File: src/rtl/load_store_unit_if.sv
// Word-wide memory port: initiator drives addr/wr/wdata, target returns rdata.
// No handshake on this bus; the target must accept a write and return rdata within the two-cycle access window.
interface memory_if #(
    parameter int AW = 11,
    parameter int DW = 32
);
    logic [AW-1:0] addr;
    logic          wr;
    logic [DW-1:0] wdata;
    logic [DW-1:0] rdata;

    modport master (output addr, output wr, output wdata, input rdata);
    modport slave  (input addr, input wr, input wdata, output rdata);
endinterface

File: src/rtl/load_store_unit.sv
// Byte/half/word load-store front end with read-modify-write for sub-word stores; loads and sub-word stores take 3 cycles, word stores and errors 1.
// One op in flight: req_ready is low from the accept edge until the op's final cycle.
module load_store_unit #(
    parameter int AW = 11,
    parameter int DW = 32
) (
    input  logic            clk,
    input  logic            rst,
    input  logic            req_valid,
    output logic            req_ready,
    input  logic            req_we,
    input  logic [1:0]      req_size,
    input  logic            req_unsigned,
    input  logic [AW+1:0]   req_addr,
    input  logic [DW-1:0]   req_wdata,
    output logic            resp_valid,
    output logic [DW-1:0]   resp_rdata,
    output logic            resp_err,
    memory_if.master        mem_if
);
    localparam logic [2:0] IDLE    = 3'd0;
    localparam logic [2:0] RD_ADDR = 3'd1;
    localparam logic [2:0] RD_DATA = 3'd2;
    localparam logic [2:0] WR      = 3'd3;
    localparam logic [2:0] ERR     = 3'd4;

    logic [2:0]    state;
    logic [AW-1:0] addr_q;
    logic [DW-1:0] wdata_q;
    logic [1:0]    size_q;
    logic [1:0]    lane_q;
    logic          uns_q;
    logic          we_q;
    logic          load_vld_q;
    logic [DW-1:0] rdata_q;
    logic          misaligned;

    always_comb begin
        misaligned = 1'b0;
        case (req_size)
            2'b00:   misaligned = 1'b0;
            2'b01:   misaligned = req_addr[0];
            2'b10:   misaligned = |req_addr[1:0];
            default: misaligned = 1'b1;
        endcase
    end

    function automatic logic [DW-1:0] merge_lanes(input logic [DW-1:0] old_w, input logic [DW-1:0] new_d,
                                                  input logic [1:0] sz, input logic [1:0] lane);
        logic [DW-1:0] m;
        m = old_w;
        if (sz == 2'b00) begin
            case (lane)
                2'd0:    m[7:0]   = new_d[7:0];
                2'd1:    m[15:8]  = new_d[7:0];
                2'd2:    m[23:16] = new_d[7:0];
                default: m[31:24] = new_d[7:0];
            endcase
        end else if (sz == 2'b01) begin
            if (lane[1]) m[31:16] = new_d[15:0];
            else         m[15:0]  = new_d[15:0];
        end else begin
            m = new_d;
        end
        return m;
    endfunction

    function automatic logic [DW-1:0] extract_lanes(input logic [DW-1:0] w, input logic [1:0] sz,
                                                    input logic [1:0] lane, input logic uns);
        logic [DW-1:0] sh;
        logic [7:0]    b;
        logic [15:0]   h;
        logic [DW-1:0] r;
        sh = w >> {lane, 3'b000};
        b  = sh[7:0];
        h  = lane[1] ? w[31:16] : w[15:0];
        case (sz)
            2'b00:   r = uns ? {24'b0, b} : {{24{b[7]}}, b};
            2'b01:   r = uns ? {16'b0, h} : {{16{h[15]}}, h};
            default: r = w;
        endcase
        return r;
    endfunction

    always_ff @(posedge clk) begin
        if (rst) begin
            state      <= IDLE;
            addr_q     <= '0;
            wdata_q    <= '0;
            size_q     <= 2'b00;
            lane_q     <= 2'b00;
            uns_q      <= 1'b0;
            we_q       <= 1'b0;
            load_vld_q <= 1'b0;
            rdata_q    <= '0;
        end else begin
            load_vld_q <= 1'b0;
            rdata_q    <= '0;
            case (state)
                IDLE: begin
                    if (req_valid) begin
                        addr_q  <= req_addr[AW+1:2];
                        wdata_q <= req_wdata;
                        size_q  <= req_size;
                        lane_q  <= req_addr[1:0];
                        uns_q   <= req_unsigned;
                        we_q    <= req_we;
                        if (misaligned)                     state <= ERR;
                        else if (req_we && req_size == 2'b10) state <= WR;
                        else                                state <= RD_ADDR;
                    end
                end
                RD_ADDR: state <= RD_DATA;
                RD_DATA: begin
                    // Sub-word stores fold the old word into wdata here, so WR writes a full word.
                    if (we_q) begin
                        wdata_q <= merge_lanes(mem_if.rdata, wdata_q, size_q, lane_q);
                        state   <= WR;
                    end else begin
                        load_vld_q <= 1'b1;
                        rdata_q    <= extract_lanes(mem_if.rdata, size_q, lane_q, uns_q);
                        state      <= IDLE;
                    end
                end
                WR:      state <= IDLE;
                ERR:     state <= IDLE;
                default: state <= IDLE;
            endcase
        end
    end

    // Store/error completions are decoded from state so a reset in that cycle suppresses both write and response.
    assign req_ready    = (state == IDLE);
    assign mem_if.wr    = (state == WR) & ~rst;
    assign mem_if.addr  = addr_q;
    assign mem_if.wdata = wdata_q;
    assign resp_valid   = load_vld_q | (((state == WR) | (state == ERR)) & ~rst);
    assign resp_err     = (state == ERR) & ~rst;
    assign resp_rdata   = rdata_q;
endmodule

File: src/flat_wrapper.sv
// flat-port wrapper written by rule: the top's interface ports become plain ports
module load_store_unit_flat 
#(
    parameter int AW = 11,
    parameter int DW = 32
)
  (clk, rst, req_valid, req_ready, req_we, req_size, req_unsigned, req_addr, req_wdata, resp_valid, resp_rdata, resp_err, mem_if_addr, mem_if_wr, mem_if_wdata, mem_if_rdata);
  memory_if #(.AW(AW), .DW(DW)) mem_if_i ();
  input  logic clk;
  input  logic rst;
  input  logic req_valid;
  output logic req_ready;
  input  logic req_we;
  input  logic [1:0] req_size;
  input  logic req_unsigned;
  input  logic [AW+1:0] req_addr;
  input  logic [DW-1:0] req_wdata;
  output logic resp_valid;
  output logic [DW-1:0] resp_rdata;
  output logic resp_err;
  output wire logic [$bits(mem_if_i.addr)-1:0] mem_if_addr;
  output wire logic [$bits(mem_if_i.wr)-1:0] mem_if_wr;
  output wire logic [$bits(mem_if_i.wdata)-1:0] mem_if_wdata;
  input wire logic [$bits(mem_if_i.rdata)-1:0] mem_if_rdata;
  assign mem_if_addr = mem_if_i.addr;
  assign mem_if_wr = mem_if_i.wr;
  assign mem_if_wdata = mem_if_i.wdata;
  assign mem_if_i.rdata = mem_if_rdata;
  load_store_unit #(.AW(AW), .DW(DW)) u_core (.clk(clk), .rst(rst), .req_valid(req_valid), .req_ready(req_ready), .req_we(req_we), .req_size(req_size), .req_unsigned(req_unsigned), .req_addr(req_addr), .req_wdata(req_wdata), .resp_valid(resp_valid), .resp_rdata(resp_rdata), .resp_err(resp_err), .mem_if(mem_if_i));
endmodule
File: config.mk
export PLATFORM = sky130hd
export DESIGN_NAME = load_store_unit_flat
export DESIGN_NICKNAME = d
export VERILOG_FILES = /design/src/rtl/load_store_unit_if.sv /design/src/rtl/load_store_unit.sv /design/src/flat_wrapper.sv
export SDC_FILE = /design/constraint.sdc
export NUM_CORES = 1
export LEC_CHECK = 0
export BUFFER_PORTS_ARGS = -buffer_cell sky130_fd_sc_hd__buf_4
export CAP_MARGIN = 20
export CORE_MARGIN = 3
export CORE_UTILIZATION = 41
export CTS_BUF_LIST = sky130_fd_sc_hd__clkbuf_8
export DETAILED_ROUTE_END_ITERATION = 7
export MAX_ROUTING_LAYER = met4
export PLACE_DENSITY = 0.72
export SYNTH_ARGS = -nofsm -noshare
export SYNTH_HDL_FRONTEND = slang
export SYNTH_SLANG_ARGS = --single-unit
export TNS_END_PERCENT = 10
File: constraint.sdc
create_clock -name clk -period 1.9 [get_ports clk]
set_clock_uncertainty 0.15 [all_clocks]
set_input_delay 0.095 -clock clk [delete_from_list [all_inputs] [get_ports clk]]
set_output_delay 0.095 -clock clk [all_outputs]
set_load 0.05 [all_outputs]
# After elaboration in Yosys (flattened, before gate mapping)

Cells that the tools add are included.
Widths: inputs -> output; s select.

Register bits after elaboration: 85
Output and inout bits: 79
Input bits: 84

Shifts and indexed selects: 1
Multiplexer cells: 22
Reductions and logical operators: 14
Bitwise logic cells: 7
Equal/unequal tests: 14

Operators with widths:

| kind               | number |
|---|---|
| $mux 32            | 6 |
| $pmux 32 s2        | 2 |
| $mux 16            | 3 |
| $mux 8             | 4 |
| $shr 32x5->8       | 1 |
| $pmux 3 s3         | 1 |
| $eq 2x1->1 const B | 3 |
| $eq 3x2->1 const B | 2 |
| $logic_not 2->1    | 3 |
| $mux 3             | 2 |
| $ne 3x1->1 const B | 2 |
| $reduce_and 6->1   | 1 |
| $reduce_or 3->1    | 2 |
| $reduce_and 5->1   | 1 |
| $eq 2x2->1 const B | 2 |
| $mux 2             | 2 |
| $reduce_and 4->1   | 1 |
| $reduce_or 2->1    | 2 |
| $and 1x1->1        | 3 |
| $eq 3x1->1 const B | 1 |
| $eq 3x3->1 const B | 1 |
| $logic_not 3->1    | 1 |
| $ne 3x3->1 const B | 1 |
| $pmux 1 s3         | 1 |
| other kinds (8)    | 10 |

# Logic depth before layout (Yosys ltp)

Gate-level depths: netlist of the first run.

Word-level depth: 6
Depth in mapped cells: 7
Gate-level depth less buffers: 4

# Worst setup path after synthesis of the first run

No wires, ideal clock.

Kind: flip-flop to output port
From: register u_core.state[1]
To: output resp_valid
Buffers on the path: 1
Cell stages (with the launch flop): 4
Slack: -1.079 ns
Data arrival time: 2.734 ns
Cell sequence: dfxtp_1 buf_2 nor4b_1 or3_1

Word-level cells in the longest chain between the ends: 4
Elaborated cells on any way between the ends: 5

RTL lines:

| what                                     | RTL line               | text |
|---|---|---|
| start, declared                          | load_store_unit.sv:27  | `logic [2:0] state;` |
| start signal, assigned                   | load_store_unit.sv:87  | `state <= IDLE;` |
| start signal, assigned                   | load_store_unit.sv:108 | `if (misaligned) state <= ERR;` |
| start signal, assigned                   | load_store_unit.sv:109 | `else if (req_we && req_size == 2'b10) state <= WR;` |
| $eq 3x2->1 or $eq 3x3->1 (tied branches) | load_store_unit.sv:137 | `assign resp_valid = load_vld_q \| (((state == WR) \| (state == ERR)) & ~rst);` |
| $or 1x1->1 (*)                           | load_store_unit.sv:137 |  |
| $and 1x1->1 (*)                          | load_store_unit.sv:137 |  |
| $or 1x1->1 (*)                           | load_store_unit.sv:137 |  |
| end, declared                            | flat_wrapper.sv:18     | `output logic resp_valid;` |

Every way passes the cells marked *; elsewhere a longest branch is shown, timed or not.

# Worst setup path after layout of the first run

From: register u_core.lane_q[1]
To: register u_core.rdata_q[14], in the netlist u_core.resp_rdata[14]

Word-level cells in the longest chain between the ends: 3
Elaborated cells on any way between the ends: 5

RTL lines:

| what                                    | RTL line                                     | text |
|---|---|---|
| start, declared                         | load_store_unit.sv:31                        | `logic [1:0] lane_q;` |
| start signal, assigned                  | load_store_unit.sv:105                       | `lane_q <= req_addr[1:0];` |
| $shr 32x5->8 or $mux 16 (tied branches) | load_store_unit.sv:74, load_store_unit.sv:76 |  |
| $mux 32, on equally long branches       | load_store_unit.sv:78, load_store_unit.sv:79 |  |
| $pmux 32 s2 (*)                         | load_store_unit.sv:77                        | `case (sz)` |
| end signal, assigned                    | load_store_unit.sv:121                       | `rdata_q <= extract_lanes(mem_if.rdata, size_q, lane_q, uns_q);` |
| end, declared                           | load_store_unit.sv:35                        | `logic [DW-1:0] rdata_q;` |

Marked as above.
A chain may end at the register's enable or synchronous reset.

==> metrics, run 1 <==
sequential area share after synthesis=41.35%; area taken by multi-input logic gates=0.002262 mm²; post-route cell area=0.006758 mm²; Worst setup SP type=register; Avg Inst Size Synth=8.573 µm²; Worst Tran Pin Value=0.7415 ns; layout cells sized above 1=36.89%; Nets=819; number of synthesized flops with an enable pin=0; mapped cell area=0.004115 mm²; total setup buffers inserted after CTS=0; Async S/R FF share, synth=0%; setup slack after layout=0.04557 ns; gr ovfl total=0; TritonCTS Sinks=85; CP Max Fanout=20; DR WL/cell=18.91 µm; CP endpoint kind=register; Final Max Slew Viols=0; largest net degree at the start of global routing=41; Chip Width=106.2 µm; final RePlAce weighted congestion=0.8870; Initial Util=43.30%; Power Dens Cells=717.6 mW/mm²; main area contributors after synthesis=dfxtp_1, a21oi_1, nand2_1; First DRT Iteration DRCs=395; cell taking the most area after synthesis=dfxtp_1; GR Util All Layers=28.87%; status=finished, final reports clean; top-count cell post-synth=dfxtp_1; number of global-route vias before repair=4889; Register Area=0.001707 mm²; fmax=539.3 MHz; CTS buffer count=9; Leak=3.040 nW; Area after DPL=0.005723 mm²; Setup CP Type=register to register; final setup vio count=0; htree depth=3; Top-Level Pins=163; RSZ-0062 raised after global routing=true; # fillers=711; drt pass-1 iters=6; r2r setup slk=0.05 ns; max_slew headroom=50.40%; CTS tree=built; via count=4859; dpl ws=-0.02920 ns; Chip Height=106.2 µm; final antenna-violating net count=0; # rows=35; Worst-path clk slew=0.10 ns; HPWL Detailed=11.08 mm; Tmin final=1.854 ns; area grow syn2layout=64.21%; Cell variety after synth=48; antenna violations before repair=0; Root Driver=clkbuf_8; Synth top area share=41.35%; DRC errors left=0; CTS Buffer Depth=2; peak supply drop=0.0005060 V; top cells by count, synth=dfxtp_1, nand2_1, a21oi_1; core box area=0.009503 mm²; drt via density=5.591; first-pass GRT wire length=25.08 mm; dominant synthesized flop cell=dfxtp_1; Inserted Diodes=0; hold crit path type=primary input to register; number of synthesized register bits=85; clk_lat worst skew=0.36 ns; WP data arrival=2.02 ns; Die ar.=0.01128 mm²; Max Cap Viol=0; WL final=16.43 mm; Syn Nets=564; Fin. Hold Viols=0; fin crit share=97.60%; Synth Instances=480; yosys warns=0; I/O Buffers=162; Data required, critical path=2.06 ns
==> through the flow <==
step	power (mW)	util, %	setup TNS, ns	instances	hold WS, ns
2_1_floorplan	2.801	-	0	480	0.05488
3_3_place_gp	3.321	60.22	-0.008384	775	0.1737
3_5_place_dp	3.339	60.22	-0.03038	775	0.1796
4_1_cts	4.790	70.60	0	869	0.004210
5_1_grt	5.015	71.11	-0.4415	869	0.03570
6_report	4.850	71.11	0	869	0.01457
==> what timing repair did <==
| action | 4_1_cts | 5_1_grt |
|---|---|---|
| hold endpoints to repair | 77 | 0 |
| setup endpoints to repair | 9 | 38 |
| hold buffers | 78 | 0 |
| pin swaps | 0 | 1 |
| gates resized for setup | 3 | 10 |
==> cells in the final DEF, fill, tap and decap left out, types with 9 or more instances in the layout <==
master,count
o22ai_1,9
a21o_2,15
nand3b_1,9
dfxtp_1,81
a21oi_1,54
buf_4,203
o21ai_0,20
nand2_1,69
nor2_1,48
clkbuf_8,9
dlygate4sd3_1,77
a211oi_1,10
mux2i_1,12
==> cells by family (layout without fill, tap and decap cells) <==
family                 Yosys count  after routing  synth area share (%)
AOI/OAI and AO/OA              165            165                 28.46
buffers and inverters           47            307                 6.020
DFF                             85             85                 41.35
muxes                           18             18                 4.926
and+or+nand+nor                165            165                 19.25
==> report_power, final <==
group	switching [mW]	internal [mW]	total, mW
logic	0.885	0.636	1.52
registers	0.0771	1.89	1.96
clock network	0.740	0.625	1.37
total	1.70	3.15	4.85
==> flip-flops by register name, summed over array words and instances (netlist names) <==
signal	count
u_core.lane_q	2
u_core.we_q	1
u_core.uns_q	1
u_core.mem_if.wdata	32
u_core.size_q	2
u_core.mem_if.addr	11
u_core.state	3
u_core.load_vld_q	1
u_core.resp_rdata	32
==> final timing paths <==
kind	startpoint	end	cells past startpoint
setup reg to reg	u_core.lane_q[1]	u_core.resp_rdata[14]	5
hold reg to reg	u_core.mem_if.addr[5]	u_core.mem_if.addr[5]	2
setup / recovery	u_core.lane_q[1]	u_core.resp_rdata[14]	5
hold / removal	req_wdata[9]	u_core.mem_if.wdata[9]	4
==> metal layers <==
| layer | wire [µm] | global-route usage, % | vias up |
|---|---|---|---|
| li1 | - | - | 2254 |
| met2 | 7870 | 46.88 | 270 |
| met1 | 6706 | 35.66 | 2274 |
| met5 | 0 | - | - |
| met4 | 643 | 13.04 | 0 |
| met3 | 1213 | 4.189 | 61 |
==> layout make-up <==
cell class	count	area share, %
Clock inverter	7	1.148
Multi-Input combinational cell	348	33.48
Inverter	5	0.2777
Clock buffer	9	1.833
Tap cell	129	2.388
Sequential cell	85	25.25
Timing Repair Buffer	286	35.62
==> worst max-delay path, cell delays in order (launching register included) <==
cell,delay [ns]
dfxtp_1,0.46
buf_12,0.19
mux4_1,0.19
nand2b_1,0.08
a21oi_1,0.51
o211a_1,0.25
No activity file was read; power rests on OpenSTA's default activity.
==> run 2: changes to the inputs <==
--- a/config.mk
+++ b/config.mk
@@ -8,11 +8,10 @@
 export BUFFER_PORTS_ARGS = -buffer_cell sky130_fd_sc_hd__buf_4
 export CAP_MARGIN = 20
 export CORE_MARGIN = 3
-export CORE_UTILIZATION = 41
+export CORE_UTILIZATION = 35
 export CTS_BUF_LIST = sky130_fd_sc_hd__clkbuf_8
 export DETAILED_ROUTE_END_ITERATION = 7
 export MAX_ROUTING_LAYER = met4
-export PLACE_DENSITY = 0.72
 export SYNTH_ARGS = -nofsm -noshare
 export SYNTH_HDL_FRONTEND = slang
 export SYNTH_SLANG_ARGS = --single-unit
==> run 2 against run 1 <==
  * Sequential cell count unchanged
  * Final cell count increased by 1.0%
  * Clock power increased by 23%
  * Maximum frequency decreased by 1.0%
  * Critical path type unchanged
  * Critical endpoint is now u_core.mem_if.wdata[27]
==> metrics, run 2 (synthesis gave the netlist of run 1 again) <==
status=finished, final reports clean; Hold Crit Start=u_core.mem_if.addr[10]; fin crit share=98.61% (+1.0 points); CTS buffer count=9 (unchanged); Nets=817 (-0.24%); Worst Tran Pin Value=0.5074 ns (-0.2341 ns); NetSw=1.618 mW (-4.9%); HPWL Detailed=11.27 mm (+1.7%); core box area=0.01117 mm² (+18%); fmax=533.7 MHz (-1.0%); final RePlAce weighted congestion=0.9029 (+1.8%); layout cells sized above 1=36.04% (-0.85 points); area grow syn2layout=66.07%; Final Util=61.16% (-9.9 points); CP delay by family, top=simple AND/OR/NAND/NOR gates; First DRT Iteration DRCs=268 (-32%); WL final=15.74 mm (-4.2%); worst r2r path cells=5 (unchanged); TNS Setup=0 ns (unchanged); reg2reg start=u_core.size_q[1]; Top-Level Pins=163 (unchanged); CTS Buffer Depth=2 (unchanged); combinational share of power=28.7% (-2.7 points); first-pass GRT wire length=24.32 mm (-3.0%); Initial Util=36.83% (-6.5 points); Inserted Diodes=0 (unchanged); Clk pwr share=32.9% (+4.8 points); max_slew headroom=65.89% (+15 points); Bufs and invs on worst path=1 (unchanged); peak supply drop=0.0004705 V (-7.0%); htree depth=3 (unchanged); largest net degree at the start of global routing=44 (+7.3%); critical path's slowest cell=or4b_2; GR Util All Layers=24.48% (-4.4 points); number of global-route vias before repair=4597 (-6.0%); Pwr Total=5.131 mW (+5.8%); Max Cap Viol=0 (unchanged); Register Area=0.001713 mm² (+0.37%); R2R Path End=u_core.mem_if.wdata[27]; Leak=3.047 nW (+0.23%); CP Max Fanout=11 (-45%); hold path cells=2 (-2); gr ovfl total=0 (unchanged); Tmin final=1.874 ns (+0.01912 ns); drt pass-1 iters=5 (-1); Worst-path clk slew=0.09 ns (about the same); CTS tree=built; CP max stage delay=0.67 ns (+0.16 ns); DR WL/cell=17.93 µm (-5.2%); final antenna-violating net count=0 (unchanged); Levels on crit path=5 (unchanged); drt via density=5.301 (-5.2%); # rows=38 (+8.6%); share of power burned in registers=38.3% (-2.2 points); Root Driver=clkbuf_8; hold endpoint=u_core.mem_if.addr[10]; I/O Buffers=162 (unchanged); Worst setup SP type=register; Chip Width=114.4 µm (+7.8%); Chip Height=114.4 µm (+7.8%); Pint=3.513 mW (+12%); most frequent cells in the layout=buf_4, dlygate4sd3_1, dfxtp_1; hold crit path type=register to register; most common cell after layout, fill and taps aside=buf_4; Fin. Hold Viols=0 (unchanged); CP endpoint kind=register; Power Dens Cells=750.8 mW/mm² (+4.6%); via count=4654 (-4.2%); Setup CP Type=register to register; area taken by multi-input logic gates=0.002265 mm² (+0.11%); clk_lat worst skew=0.38 ns (+0.02 ns); WP data arrival=1.98 ns (-0.04 ns); Data required, critical path=2.00 ns (-0.06 ns); Die ar.=0.01309 mm² (+16%); worst-path cell chain=buf_4 > or4b_2 > o21ai_0 > a211o_1 > a211oi_1; switching portion of total power=31.54% (-3.6 points); r2r setup slk=0.03 ns (-0.02 ns); antenna violations before repair=0 (unchanged); TritonCTS Sinks=85 (unchanged); Final Max Slew Viols=0 (unchanged); final setup vio count=0 (unchanged); # fillers=978 (+38%); DRC errors left=0 (unchanged); RSZ-0062 raised after global routing=true
-- run 2: changes by cell type in the layout (fill, tap and decap cells not counted), moves of 4 or more --
cell	before	now
buf_4	203	194
dlygate4sd3_1	77	83
dfxtp_2	4	0
o21ai_0	20	16
o21ai_1	0	4
-- run 2: how the worst max path moves through the flow --
stage	from	endpoint	slack (ns)
floorplan	u_core.state[1]	u_core.lane_q[0]	0.007
global route	u_core.size_q[1]	u_core.mem_if.wdata[20]	-0.04
global placement	u_core.lane_q[0]	u_core.mem_if.wdata[28]	-0.07
detailed placement	u_core.lane_q[0]	u_core.mem_if.wdata[27]	-0.08
CTS	u_core.lane_q[0]	u_core.mem_if.wdata[18]	0.03
finish	u_core.size_q[1]	u_core.mem_if.wdata[27]	0.03
-- run 2: per-layer routing --
| layer | track usage, % | vias up | routed length (µm) | part of all wire [%] |
|---|---|---|---|---|
| met5 | - | - | 0 | 0 |
| met3 | 5.233 | 20 | 1063 | 6.8 |
| met1 | 31.42 | 2196 | 6749 | 43 |
| met4 | 7.443 | 0 | 265 | 1.7 |
| met2 | 38.73 | 181 | 7663 | 49 |
| li1 | - | 2257 | - | - |
-- run 2: tightest hold or removal path, stage by stage, from the launching register on --
cell and delay (ns):
dfxtp_1 0.31, nand2_1 0.05, a21oi_1 0.05
-- run 2: layout make-up --
class / instances / area share [%]
timing repair buffer: 284 / 35.13
multi-input combinational: 348 / 33.14
sequential: 85 / 25.06
tap: 140 / 2.563
clock inverter: 7 / 2.014
clock buffer: 9 / 1.813
inverter: 5 / 0.2746
-- run 2: power groups by stage --
stage	Sequential [mW]	Clock, mW	Combinational [mW]
after CTS	1.97	1.71	1.45
after global routing	1.98	1.79	1.58
after detailed placement	2.01	0	1.30
after floorplan	2.30	0	0.499
final	1.97	1.69	1.47
after global placement	2.01	0	1.29
-- run 2: what timing repair did --
item	CTS	global route
gates resized for setup	5	18
hold endpoints to repair	83	0
setup endpoints to repair	47	46
hold buffers	83	0
setup buffers	0	1
pin swaps	0	4
-- run 2: stage by stage --
stage	std cells	worst slack, ns	hold slack [ns]	cell area, µm²
floorplan	480	0.006741	0.05488	4160
global placement	778	-0.06867	0.1844	5664
detailed placement	778	-0.08038	0.1887	5664
CTS	877	0.02551	0.3111	6766
global route	878	-0.03855	0.3287	6834
finish	878	0.02646	0.3066	6834
==> run 3: changes to the inputs <==
--- a/config.mk
+++ b/config.mk
@@ -5,12 +5,12 @@
 export SDC_FILE = /design/constraint.sdc
 export NUM_CORES = 1
 export LEC_CHECK = 0
-export BUFFER_PORTS_ARGS = -buffer_cell sky130_fd_sc_hd__buf_4
+export BUFFER_PORTS_ARGS = -buffer_cell sky130_fd_sc_hd__buf_2
 export CAP_MARGIN = 20
-export CORE_MARGIN = 3
 export CORE_UTILIZATION = 35
 export CTS_BUF_LIST = sky130_fd_sc_hd__clkbuf_8
 export DETAILED_ROUTE_END_ITERATION = 7
+export GPL_TIMING_DRIVEN = 1
 export MAX_ROUTING_LAYER = met4
 export SYNTH_ARGS = -nofsm -noshare
 export SYNTH_HDL_FRONTEND = slang
==> run 3 against run 2 <==
  * Clock power is 24% lower
  * Largest power group unchanged
  * Core utilization is 5.6 points lower
  * Global-route usage is 0.58 points higher
  * Critical path depth stayed put
  * Sequential cell count stayed put
  * Combinational power is 7% lower
  * Non-clock buffer count is 2 higher
  * Via count stayed put
  * Wire length is 4.6% lower
  * Count of clock-buffer cells in the layout is 1 higher
  * Die area is 6.9% lower
  * Highest routed layer unchanged
  * First-iteration DRC count is 16% higher
==> metrics, run 3 (synthesis gave the netlist of run 1 again) <==
reg2reg start=u_core.size_q[1]; Leak=2.948 nW (-3.3%); Top-Level Pins=163 (unchanged); Chip Height=110.4 µm (-3.5%); CTS buffer count=9 (unchanged); area grow syn2layout=54.27%; TritonCTS Sinks=85 (unchanged); # fillers=1067 (+9.1%); htree depth=3 (unchanged); largest net degree at the start of global routing=38 (-14%); Die ar.=0.01219 mm² (-6.9%); final RePlAce weighted congestion=0.9494 (+5.2%); HPWL Detailed=10.58 mm (-6.1%); layout cells sized above 1=36.89% (+0.85 points); placed cells=790 (+1.5%); most common cell after layout, fill and taps aside=buf_2; Worst setup SP type=register; worst-path cell chain=buf_4 > or4b_2 > o21ai_0 > a211o_1 > a211oi_1; Pint=2.946 mW (-16%); drt via density=5.271 (-0.57%); hold crit path type=primary input to register; GR Util All Layers=25.06% (+0.58 points); CP Max Fanout=9 (-2); fmax=540.2 MHz (+1.2%); gr ovfl total=0 (unchanged); number of global-route vias before repair=4674 (+1.7%); final antenna-violating net count=0 (unchanged); Setup CP Type=register to register; I/O Buffers=162 (unchanged); Hold Crit Start=req_wdata[9]; Inserted Diodes=0 (unchanged); NetSw=1.671 mW (+3.3%); # rows=39 (+2.6%); Chip Width=110.4 µm (-3.5%); clk_lat worst skew=0.37 ns (about the same); final setup vio count=0 (unchanged); Final Max Slew Viols=0 (unchanged); worst r2r path cells=5 (unchanged); CP max stage delay=0.65 ns (-0.02 ns); switching portion of total power=36.20% (+4.7 points); Fin. Hold Viols=0 (unchanged); DRC errors left=0 (unchanged); fin crit share=97.42% (-1.2 points); Initial Util=36.04% (-0.79 points); Worst-path clk slew=0.09 ns (about the same); max_slew headroom=69.36% (+3.5 points); core box area=0.01142 mm² (+2.2%); final cell count without fillers=883 (+0.57%); critical path's slowest cell=or4b_2; R2R Path End=u_core.mem_if.wdata[26]; hold path cells=4 (+2); Nets=819 (+0.24%); combinational share of power=29.7% (+1.0 points); WL final=15.02 mm (-4.6%); CP endpoint kind=register; peak supply drop=0.0004551 V (-3.3%); first-pass GRT wire length=23.81 mm (-2.1%); hold endpoint=u_core.mem_if.wdata[9]; Data required, critical path=1.99 ns (about the same); Worst Tran Pin Value=0.4595 ns (-0.04783 ns); status=finished, final reports clean; r2r setup slk=0.05 ns (+0.02 ns); worst hold slack=0.03030 ns (-0.2763 ns); First DRT Iteration DRCs=312 (+16%); CTS Buffer Depth=2 (unchanged); RSZ-0062 raised after global routing=true; share of power burned in registers=42.5% (+4.2 points); Max Cap Viol=0 (unchanged); Clk pwr share=27.8% (-5.1 points); drt pass-1 iters=7 (+2); Root Driver=clkbuf_8; antenna violations before repair=0 (unchanged); Power Dens Cells=727.2 mW/mm² (-3.1%); most frequent cells in the layout=buf_2, dfxtp_1, dlygate4sd3_1; Tmin final=1.851 ns (-0.02249 ns); WP data arrival=1.95 ns (-0.03 ns); DR WL/cell=17.01 µm (-5.1%); via count=4654 (unchanged); CTS tree=built
-- run 3: power by group through the flow --
stage               registers (mW)  clock network (mW)  logic (mW)
floorplan                     2.30                   0       0.499
global placement              2.00                   0        1.21
detailed placement            2.00                   0        1.22
CTS                           1.96                1.30        1.35
global route                  1.98                1.39        1.46
finish                        1.96                1.28        1.37
-- run 3: cell type report --
cell class	count	area, µm²	share of cell area [%]
sequential	85	1718	27.06
timing repair buffer	286	1986	31.28
clock inverter	6	53.80	0.8475
tap	143	178.9	2.818
inverter	5	18.77	0.2956
clock buffer	10	137.6	2.168
multi-input combinational	348	2256	35.53
-- run 3: worst max-delay path, delay by kind of cell, from the launching register on --
family / cells / cell delay, ns
buffers and inverters: 1 / 0.15
AOI/OAI and AO/OA: 3 / 0.38
DFF: 1 / 0.39
and+or+nand+nor: 1 / 0.65
-- run 3: what timing repair did --
action                                  in CTS  in global routing
gates resized for setup                      4                 19
hold buffers                                77                  0
gates cloned                                 0                  0
hold endpoints to repair                    79                  0
pin swaps                                    1                  1
setup buffers                                0                  0
endpoints found under the setup margin      45                 46
-- run 3: worst max path at each step --
stage / from / slack [ns] / depth (start not counted) / end
floorplan: u_core.state[1] / 0.007 / 7 / u_core.lane_q[0]
global placement: u_core.lane_q[0] / -0.01 / 6 / u_core.mem_if.wdata[14]
detailed placement: u_core.lane_q[0] / -0.07 / 5 / u_core.resp_rdata[27]
CTS: u_core.state[1] / 0.01 / 5 / resp_valid
global route: u_core.size_q[0] / -0.007 / 5 / u_core.mem_if.wdata[27]
finish: u_core.size_q[1] / 0.05 / 5 / u_core.mem_if.wdata[26]
-- run 3: routing by layer --
layer / global-route usage (%) / vias to the layer above / routed length (µm)
met3: 3.897 / 34 / 808
met4: 9.333 / 0 / 364
li1: - / 2249 / -
met2: 40.37 / 198 / 7111
met5: - / - / 0
met1: 31.69 / 2173 / 6739
-- run 3: through the flow --
stage | area [µm²] | util (%) | worst slack, ns | total power [mW] | TNS, ns
after floorplan | 4160 | - | 0.006741 | 2.801 | 0
after global placement | 5318 | 46.57 | -0.01472 | 3.208 | -0.05207
after detailed placement | 5318 | 46.57 | -0.06972 | 3.221 | -1.253
after CTS | 6287 | 55.06 | 0.009819 | 4.614 | 0
after global routing | 6349 | 55.60 | -0.006639 | 4.825 | -0.01336
final | 6349 | 55.60 | 0.04894 | 4.617 | 0
